===== src/rtl/pagerank_graph_loader.sv =====
// Edge-stream loader for the PageRank engine: builds the N*N adjacency vector and 1/out-degree weights.
// Optional macro PR_SELF_LOOP_DROP_EN: accept src==dst beats but do not store them.
module pagerank_graph_loader #(
  parameter int N     = 16,
  parameter int WIDTH = 16,
  parameter int IDW   = 4
) (
  input  logic               clk,
  input  logic               reset,
  input  logic               edge_valid,
  output logic               edge_ready,
  input  logic [IDW-1:0]     edge_src,
  input  logic [IDW-1:0]     edge_dst,
  input  logic               edge_last,
  output logic [N*N-1:0]     adjacency,
  output logic [N*WIDTH-1:0] weights,
  output logic               graph_valid,
  input  logic               graph_ack,
  output logic               self_loop_seen
);
  localparam int ITW = $clog2(WIDTH + 1);
  localparam logic [ITW-1:0] LAST_ITER = ITW'(WIDTH);
  localparam logic [ITW-1:0] ITER_ONE  = {{(ITW-1){1'b0}}, 1'b1};
  localparam logic [IDW:0]   NODE_END  = (IDW+1)'(N);
  localparam logic [IDW:0]   ONE_IDX   = {{IDW{1'b0}}, 1'b1};

  typedef enum logic [1:0] {LOAD = 2'd0, WEIGH = 2'd1, HOLD = 2'd2} state_t;

  state_t             state_r, next_state_s;
  logic               edge_ready_r, graph_valid_r, self_loop_r;
  logic [N*N-1:0]     adjacency_r;
  logic [N*WIDTH-1:0] weights_r;
  logic [IDW:0]       outdeg_r [N];
  logic [IDW:0]       node_r;
  logic [ITW-1:0]     iter_r;
  logic [IDW+1:0]     rem_r;
  logic [WIDTH:0]     quot_r;

  logic               accept_s, dup_s, store_s, clear_s, div_active_s, last_iter_s, qbit_s;
  logic [2*IDW-1:0]   idx_s;
  logic [IDW:0]       div_s;
  logic [IDW+1:0]     rem_shift_s, rem_next_s;
  logic [WIDTH:0]     quot_next_s;
  logic [WIDTH-1:0]   weight_s;

  // N is a power of two, so {dst,src} equals dst*N+src
  assign idx_s    = {edge_dst, edge_src};
  assign accept_s = edge_valid && edge_ready_r && (state_r == LOAD);
  assign dup_s    = adjacency_r[idx_s];
  assign clear_s  = (state_r == HOLD) && graph_ack;
`ifdef PR_SELF_LOOP_DROP_EN
  assign store_s  = accept_s && !dup_s && (edge_src != edge_dst);
`else
  assign store_s  = accept_s && !dup_s;
`endif

  assign div_active_s = (state_r == WEIGH) && (node_r != NODE_END);
  assign last_iter_s  = (iter_r == LAST_ITER);
  assign div_s        = outdeg_r[node_r[IDW-1:0]];

  // One restoring-divide step of 2^WIDTH by the current node's out-degree
  always_comb begin
    rem_shift_s = {(IDW+2){1'b0}};
    rem_next_s  = {(IDW+2){1'b0}};
    qbit_s      = 1'b0;
    quot_next_s = {(WIDTH+1){1'b0}};
    weight_s    = {WIDTH{1'b0}};
    if (iter_r == {ITW{1'b0}}) begin
      rem_shift_s = {{(IDW+1){1'b0}}, 1'b1};
    end else begin
      rem_shift_s = rem_r << 1;
    end
    if (rem_shift_s >= {1'b0, div_s}) begin
      rem_next_s = rem_shift_s - {1'b0, div_s};
      qbit_s     = 1'b1;
    end else begin
      rem_next_s = rem_shift_s;
      qbit_s     = 1'b0;
    end
    if (iter_r == {ITW{1'b0}}) begin
      quot_next_s = {{WIDTH{1'b0}}, qbit_s};
    end else begin
      quot_next_s = (quot_r << 1) | {{WIDTH{1'b0}}, qbit_s};
    end
    if (div_s == {(IDW+1){1'b0}}) begin
      weight_s = {WIDTH{1'b0}};
    end else if (quot_next_s[WIDTH]) begin
      weight_s = {WIDTH{1'b1}};
    end else begin
      weight_s = quot_next_s[WIDTH-1:0];
    end
  end

  // Next-state logic
  always_comb begin
    next_state_s = state_r;
    case (state_r)
      LOAD: begin
        if (accept_s && edge_last) next_state_s = WEIGH;
        else                       next_state_s = LOAD;
      end
      WEIGH: begin
        if (node_r == NODE_END) next_state_s = HOLD;
        else                    next_state_s = WEIGH;
      end
      HOLD: begin
        if (graph_ack) next_state_s = LOAD;
        else           next_state_s = HOLD;
      end
      default: next_state_s = LOAD;
    endcase
  end

  // State register and registered handshake outputs
  always_ff @(posedge clk or posedge reset) begin
    if (reset) begin
      state_r       <= LOAD;
      edge_ready_r  <= 1'b0;
      graph_valid_r <= 1'b0;
    end else begin
      state_r       <= next_state_s;
      edge_ready_r  <= (next_state_s == LOAD);
      graph_valid_r <= (next_state_s == HOLD);
    end
  end

  // Graph storage and divider datapath
  always_ff @(posedge clk or posedge reset) begin
    if (reset) begin
      adjacency_r <= {(N*N){1'b0}};
      weights_r   <= {(N*WIDTH){1'b0}};
      self_loop_r <= 1'b0;
      node_r      <= {(IDW+1){1'b0}};
      iter_r      <= {ITW{1'b0}};
      rem_r       <= {(IDW+2){1'b0}};
      quot_r      <= {(WIDTH+1){1'b0}};
      for (int i = 0; i < N; i++) outdeg_r[i] <= {(IDW+1){1'b0}};
    end else if (clear_s) begin
      adjacency_r <= {(N*N){1'b0}};
      weights_r   <= {(N*WIDTH){1'b0}};
      self_loop_r <= 1'b0;
      node_r      <= {(IDW+1){1'b0}};
      iter_r      <= {ITW{1'b0}};
      rem_r       <= {(IDW+2){1'b0}};
      quot_r      <= {(WIDTH+1){1'b0}};
      for (int i = 0; i < N; i++) outdeg_r[i] <= {(IDW+1){1'b0}};
    end else begin
      if (accept_s && (edge_src == edge_dst)) self_loop_r <= 1'b1;
      if (store_s) begin
        adjacency_r[idx_s] <= 1'b1;
        outdeg_r[edge_src] <= outdeg_r[edge_src] + ONE_IDX;
      end
      if (div_active_s) begin
        rem_r  <= rem_next_s;
        quot_r <= quot_next_s;
        if (last_iter_s) begin
          weights_r[node_r[IDW-1:0]*WIDTH +: WIDTH] <= weight_s;
          node_r <= node_r + ONE_IDX;
          iter_r <= {ITW{1'b0}};
        end else begin
          iter_r <= iter_r + ITER_ONE;
        end
      end
    end
  end

  assign edge_ready     = edge_ready_r;
  assign graph_valid    = graph_valid_r;
  assign adjacency      = adjacency_r;
  assign weights        = weights_r;
  assign self_loop_seen = self_loop_r;
endmodule

===== config.mk =====
export PLATFORM = sky130hd
export DESIGN_NAME = pagerank_graph_loader
export DESIGN_NICKNAME = d
export VERILOG_FILES = /design/src/rtl/pagerank_graph_loader.sv
export SDC_FILE = /design/constraint.sdc
export NUM_CORES = 1
export LEC_CHECK = 0
export BUFFER_PORTS_ARGS = -buffer_cell sky130_fd_sc_hd__buf_4
export CORE_UTILIZATION = 40
export CTS_CLUSTER_SIZE = 14
export DETAILED_ROUTE_END_ITERATION = 7
export SETUP_SLACK_MARGIN = 0.1
export SYNTH_ARGS = -nofsm -noshare
export SYNTH_HDL_FRONTEND = slang
export SYNTH_SLANG_ARGS = --single-unit
export TNS_END_PERCENT = 5

===== constraint.sdc =====
create_clock -name clk -period 25.9 [get_ports clk]
set_clock_uncertainty 0.1 [all_clocks]
set_input_delay 5.18 -clock clk [delete_from_list [all_inputs] [get_ports clk]]
set_output_delay 5.18 -clock clk [all_outputs]
set_load 0.01 [all_outputs]

==> After elaboration in Yosys (flattened, before gate mapping) <==
Index checks and enable logic that the tools add are counted.
{ "classes": {"order_cmp": 6, "shift": 2, "reduce_logical": 19, "muxes": 43, "n_eq_ne": 7, "bitwise_logic": 4, "n_addsub": 5} }
{ "ops": {"columns": ["operator", "n"], "rows": [
  ["$mux 256", 5],
  ["$bwmux 256", 1],
  ["$or 256x256->256", 1],
  ["$shift 16x34->256 const A", 1],
  ["$shiftx 16x34->256", 1],
  ["$mux 80", 2],
  ["$bwmux 80", 1],
  ["$mux 5", 14],
  ["$mux 16", 4],
  ["$bmux 5 s4", 2],
  ["$neg 8->34", 1],
  ["$demux 5 s4", 1],
  ["$mux 17", 1],
  ["$or 17x1->17", 1],
  ["$add 5x1->5 const B", 3],
  ["$eq 5x5->1 const B", 2],
  ["$ge 5x5->1 const B", 2],
  ["$logic_not 5->1", 2],
  ["$not 4->5", 2],
  ["$logic_and 1x1->1", 9],
  ["$lt 8x9->1 const B", 1],
  ["$bmux 1 s8", 1],
  ["$demux 1 s8", 1],
  ["$ge 8x1->1 const B", 1],
  ["other kinds (15)", 26]
]} }
{ "totals": {"inputBits": 13, "output_inout_bits": 515, "wordCells": 112, "ff_bits": 628} }

==> Depth between registers and ports, before layout <==
Gate-level depths: netlist of the first run.
{ "logic_depth": {"word_depth": 15, "mapped_depth": 17, "depth_no_buf": 15} }

==> Least setup slack after synthesis of the first run <==
OpenSTA, ideal clock, no wires.
{ "synth_timing": {"path_kind": "input to register", "from": "input port edge_src[1]", "to": "register outdeg_r[7] in the netlist's numbering", "required_time_ns": 25.673, "arrival_time_ns": 8.035, "slack_ns": 17.638, "cell_stages": 12, "setup_ns": 0.127, "cell_sequence": "buf_4 -> buf_2 -> buf_2 -> buf_2 -> mux4_2 -> mux4_2 -> buf_2 -> clkbuf_1 -> ha_1 -> xnor2_1 -> buf_2 -> mux2i_1"} }
{ "synth_between": {"elab_chain_len": 8} }
{ "synth_lines": {"columns": ["item", "line_no", "text"], "rows": [
  ["start: declaration", "12", "input logic [IDW-1:0] edge_src,"],
  ["$not 4->5 (implied by the code)", "151", "outdeg_r[edge_src] <= outdeg_r[edge_src] + ONE_IDX;"],
  ["$bmux 5 s4, or another cell as far along", "151", null],
  ["$mux 5 (implied by the code) or $logic_and 1x1->1 (tied branches)", "151", null],
  ["$mux 5 (implied by the code)", "151", null],
  ["$add 5x1->5 or $demux 5 s4 (tied branches)", "151", null],
  ["$bwmux 80", "151", null],
  ["$mux 80", "149", "if (store_s) begin"],
  ["$mux 80", "138", "end else if (clear_s) begin"],
  ["end signal: indexed assignment", "151", null],
  ["end: declaration", "33", "logic [IDW:0] outdeg_r [N];"]
]} }
Several ways; a longest one is shown, not always the timed one. The select of a mux whose other input is x is not followed.
A chain may end at the register's enable or synchronous reset.

==> Final worst setup path of the first run <==
{ "layout_timing": {"from": "input port edge_src[0]", "to": "register adjacency_r[117] (netlist: adjacency[117])"} }
{ "layout_between": {"elab_chain_len": 7} }
{ "layout_lines": {"columns": ["item", "line_no", "text"], "rows": [
  ["$lt 8x9->1 (implied by the code) or $ge 8x1->1 (tied branches)", "150", "adjacency_r[idx_s] <= 1'b1;"],
  ["$logic_and 1x1->1 (implied by the code)", "150", null],
  ["$mux 1 (implied by the code)", "150", null],
  ["$demux 1 s8", "150", null],
  ["$or 256x256->256 (no line)", null, null],
  ["$mux 256", "149", null],
  ["$mux 256", "138", null],
  ["end signal: assignment", "130", "adjacency_r <= {(N*N){1'b0}};"],
  ["end signal: assignment", "139", "adjacency_r <= {(N*N){1'b0}};"],
  ["end: declaration", "31", "logic [N*N-1:0] adjacency_r;"]
]} }
Several ways; a longest one is shown, not always the timed one. The select of a mux whose other input is x is not followed.

==> metrics.cfg, run 1 <==
[yosys]
synthMuxAreaShare_pct=12.1
synthAdderAreaFrac_pct=0.566
ys_warn_count=0
synth_top_family_by_area=compound AO/OA/AOI/OAI gates
synthXorXnorAreaFrac_pct=0.467
synth_compound_area_share_pct=16.6
synthSimpleGateAreaFrac_pct=10.1
syn_nets=2384
avgSynthCellArea_um2=11.8
synth.top_cell.area_share_pct=56.4
yosysTopAreaCell=dfrtp_1
async_flop_share_pct=100
ys_types=68
synth_seq_area_share_pct=56.4
synthTopCellsByArea=dfrtp_1 (56%), a22o_1 (8.4%), mux4_2 (6.2%)
synthesis.area_um2=27900
synth_edf_count=0
ys_ff_latch=628
syn_inst=2359
synth_ff_type=dfrtp_1

[placed_design]
pre_cts_ws_ps=15370
place_area_um2=32400
globalplace.congestion=0.892
portBuffers=527
dp_hpwl_mm=69.6

[sta]
hold_viol_final=0
tns_ps=0
setup_violations=0
rsz0062_at_grt=false
fmax_ghz=0.0990
slew_viol_final=0
setup_slack_ps=15800
post-route-period-util_pct=39.0
fin_crit_ps=10100
worstMarginPinSlew_ps=1350
slew_headroom_pct=9.51

[route]
first_pass_iters=6
vias=22593
wl_per_cell_um=26.8
drc=0
ant_nets=0
routed_wl_mm=102
via_per_inst=5.95
drtIter0Drc=2292

[critical_path]
reg2reg_to=weights[195]
crit_fanout=39
critPathCaptureType=flop
rr_startpoint=node_r[1]
cp_data_arrival_time_ps=10530
reg2reg_depth=12
path_class=input port to flop
startpoint_type=input port
worstSetupEndpoint=adjacency[117]
crit_required_ps=26320
critPathLaunch=edge_src[0]
r2r_setup_slack_ps=20450

[clocking]
cts_tree=built
clock_latency_ps=630
cts-root-buf=clkbuf_16
cts_htree_levels=3
ctsHoldBuffers=0
clkTransAtPathRegs_ps=60
cts_sinks=628
postCtsSetupRepairBufs=0
clock_path_buffers=3
cts_buffers=69
post_cts_resized=0

[cells_and_area]
multi_input_area_um2=11200
fin_nets=2842
syn_to_final_growth_pct=24.3
num-fill-cells=6128
finalInstanceArea_um2=34600
drive_above_1_share_pct=28.1
seqCellArea_um2=15700

[power_and_ir_drop]
sw_frac_of_total_pct=33.0
p_int_mw=1.81
p_per_area_nw_per_um2=77.9
power_frac_comb_pct=22.0
p_sw_uw=891
peakVddDrop_mv=0.0491
p_clk_share_pct=36.0
seq_power_share_pct=42.1
cellLeakagePower_nw=16.8

[grt]
grt-ovfl-total=0
antenna_found_initial=3
track_usage_pct=28.4
grt_max_degree=185
grt_first_pass_wirelength_mm=151
first_global_vias=22339

[die]
io_pins=528
die_y_um=266
dieArea_um2=70700
initial_utilization_pct=40.5
die_w_um=266
design.core.area_um2=68700
num_rows=96

[min_path]
hp-class=flop to flop
min-delay-start=weights[218]

[run_status]
outcome=finished, final reports clean

[run]
cap_viol_max_count=0

==> power by group through the flow <==
stage                     Sequential, mW  Clock, mW  Combinational [mW]
after floorplan                     1.13          0               0.366
after global placement              1.15          0               0.578
after detailed placement            1.15          0               0.591
after CTS                           1.13      0.983               0.593
after global routing                1.14       1.02               0.644
final                               1.14      0.972               0.593
==> per-stage QoR <==
stage	util (%)	hold slack, ps	power (mW)	std cells
after floorplan	-	360	1.49	2359
final	50.4	380	2.70	3797
after detailed placement	47.2	374	1.74	3677
after CTS	50.4	387	2.71	3796
after global placement	47.2	365	1.72	3677
after global routing	50.4	404	2.81	3796
==> cells by family after synthesis <==
kind of cell | after synthesis
DFF | 628
xor gates and xnor gates | 14
AOI/OAI and AO/OA | 669
muxes | 216
buffers and inverters | 201
adders and majority gates | 12
and+or+nand+nor | 619
==> layer usage <==
metal  vias to the layer above  routed length, um  track usage, %
li1                       9551                  -               -
met1                     11619              41100            38.2
met2                      1205              47300            44.4
met3                       214               9520            6.85
met4                         4               3830            11.0
met5                         -                 34               0
==> area by class of cell <==
| class | count | area share, % |
|---|---|---|
| tap | 931 | 3.36 |
| sequential | 628 | 45.4 |
| antenna | 1 | 0.00723 |
| inverter | 13 | 0.163 |
| timing repair buffer | 575 | 12.5 |
| multi-input combinational | 1530 | 32.2 |
| clock inverter | 22 | 0.715 |
| clock buffer | 97 | 5.67 |
==> worst max-delay path, cell delays in order <==
cell and delay, ps:
buf_4 590, buf_4 690, nor2b_1 920, a22oi_1 210, and3_1 240, a31oi_1 170, a311o_1 280, and3_1 950
nand4_2 800, o21ai_0 430
==> how the worst min path moves through the flow <==
| stage | depth (start not counted) | slack [ps] | to |
|---|---|---|---|
| floorplan | 2 | 360 | rem_r[0] |
| finish | 2 | 380 | weights[218] |
| CTS | 2 | 390 | weights[156] |
| global placement | 2 | 370 | weights[218] |
| global route | 1 | 400 | weights[48] |
| detailed placement | 2 | 370 | weights[156] |
==> Yosys cell counts (all sizes together), types with 5 or more instances <==
cell	instances
nand2b	15
and2	16
mux4	92
nor2	76
o21a	16
dfrtp	628
nor2b	11
a22oi	24
a21o	6
nand4	19
a211oi	5
mux2	9
clkbuf	117
nand2	397
a21oi	43
and4	9
ha	11
a32o	12
a22o	273
mux2i	115
nor3	12
inv	13
buf	71
nand3	26
xor2	11
and3	12
o21ai	270
==> flip-flops by register name, summed over array words and instances, names as in the netlist, 2 cells and up <==
register	cells
rem_r	5
adjacency	256
state_r	2
quot_r	16
node_r	5
weights	256
outdeg_r	80
iter_r	5
==> placed cells by master, fill, tap and decap left out, types with 21 or more instances in the layout <==
master     netlist  routed
o21ai_0        249     249
clkbuf_16        0      69
dfrtp_1        628     628
a22oi_1         24      24
a22o_1         267     267
nand3_1         26      26
o21ai_1         21      21
buf_4           11     574
a21oi_1         43      40
nand2_1        397     397
mux2i_1        115     115
nor2_1          76      74
mux4_2          77      77
Note: power is estimated with default switching activity, not from simulation.
==> run 2, diff against run 1 <==
==> constraint.sdc (replaced) <==
create_clock -name clk -period 8.85 [get_ports clk]
set_clock_uncertainty 0.1 [all_clocks]
set_input_delay 1.77 -clock clk [delete_from_list [all_inputs] [get_ports clk]]
set_output_delay 1.77 -clock clk [all_outputs]
set_load 0.01 [all_outputs]
==> metrics.cfg, run 2 (same netlist as run 1, synthesis figures left out) <==
[run_status]
outcome=finished, final reports clean

[grt]
grt_first_pass_wirelength_mm=150
first_global_vias=22397
track_usage_pct=28.3
grt-ovfl-total=0
antenna_found_initial=0
grt_max_degree=201

[clocking]
clock_latency_ps=630
post_cts_resized=0
ctsHoldBuffers=0
clkTransAtPathRegs_ps=60
cts_htree_levels=3
clock_path_buffers=3
postCtsSetupRepairBufs=0
cts_sinks=628
cts_buffers=70
cts_tree=built
cts-root-buf=clkbuf_16

[sta]
hold_viol_final=0
worstMarginPinSlew_ps=1330
fin_crit_ps=6390
holdWs_ps=377
fmax_ghz=0.157
slew_viol_final=0
setup_violations=0
tns_ps=0
slew_headroom_pct=11.7
post-route-period-util_pct=72.2
rsz0062_at_grt=false

[cells_and_area]
final_common_cell=dfrtp_1
syn_to_final_growth_pct=25.3
final_cell_mix=dfrtp_1 (628), buf_4 (564), nand2_1 (397)
drive_above_1_share_pct=28.3
fin_nets=2836
num-fill-cells=6129
final_cells=3798
antennaDiodeCount=0

[power_and_ir_drop]
totalPowerFinal_mw=8.20
peakVddDrop_mv=0.128
cellLeakagePower_nw=17.0
p_per_area_nw_per_um2=235

[critical_path]
crit_required_ps=9260
critPathCaptureType=flop
crit_fanout=48
path_class=input port to flop
startpoint_type=input port
cp_data_arrival_time_ps=6800

[route]
vias=22589
routed_wl_mm=102
first_pass_iters=5
wl_per_cell_um=26.7
via_per_inst=5.95
ant_nets=0
drtIter0Drc=2182
drc=0

[die]
die_y_um=266
die_w_um=266
num_rows=96
dieArea_um2=70700
design.core.area_um2=68700
initial_utilization_pct=40.5
io_pins=528

[placed_design]
globalplace.congestion=0.848
portBuffers=527
dp.cells=3670
dp_hpwl_mm=69.0

[run]
cap_viol_max_count=0

[min_path]
hp-class=flop to flop

-- run 2: metrics by stage --
stage / utilization (%) / setup WS, ps / cell area [um^2]
after detailed placement: 47.2 / 1980 / 32400
after CTS: 50.8 / 2580 / 34900
final: 50.8 / 2460 / 34900
after floorplan: - / -1590 / 27900
after global placement: 47.2 / 2080 / 32400
after global routing: 50.8 / 2310 / 34900
-- run 2: final timing paths --
kind / from / slack, ps / cells past startpoint / to
worst max-delay path: edge_src[1] / 2460 / 10 / adjacency[74]
max in group asynchronous: reset / 5640 / 4 / weights[55]
min in group asynchronous: reset / 1100 / 2 / adjacency[179]
worst max register to register: node_r[1] / 4090 / 13 / weights[199]
worst min-delay path: weights[223] / 380 / 2 / weights[223]
worst min register to register: weights[223] / 380 / 2 / weights[223]
-- run 2: report_power, final --
part,total [mW],switching [mW],internal (mW)
clock,3.16,1.26,1.90
sequential,3.30,0.225,3.07
combinational,1.73,1.13,0.603
total,8.20,2.62,5.58
-- run 2: layout make-up --
type	instances	area, um^2	area share [%]
clock buffers	96	2010	5.76
clock inverters	32	484	1.39
inverters	13	52.6	0.151
multi-input cells	1530	11200	32.0
flip-flops and latches	628	15700	45.0
well taps	931	1160	3.34
repair buffers	568	4310	12.4
-- run 2: routing by layer --
layer  wire length [um]  part of all wire (%)  GRT usage, %  vias to the layer above
met2              47800                    47          44.7                     1085
met3               9450                   9.3          7.54                      201
met5                  0                     0             0                        -
met1              40700                    40          37.4                    11751
met4               3570                   3.5          10.5                        0
li1                   -                     -             -                     9552
-- run 2: worst max-delay path, stage by stage --
cell	delay, ps
buf_4	630
buf_4	690
mux4_2	410
mux2_2	280
nand3b_1	80
nand4_1	180
nor4_1	430
and3_1	930
nand4_2	860
o21ai_0	420
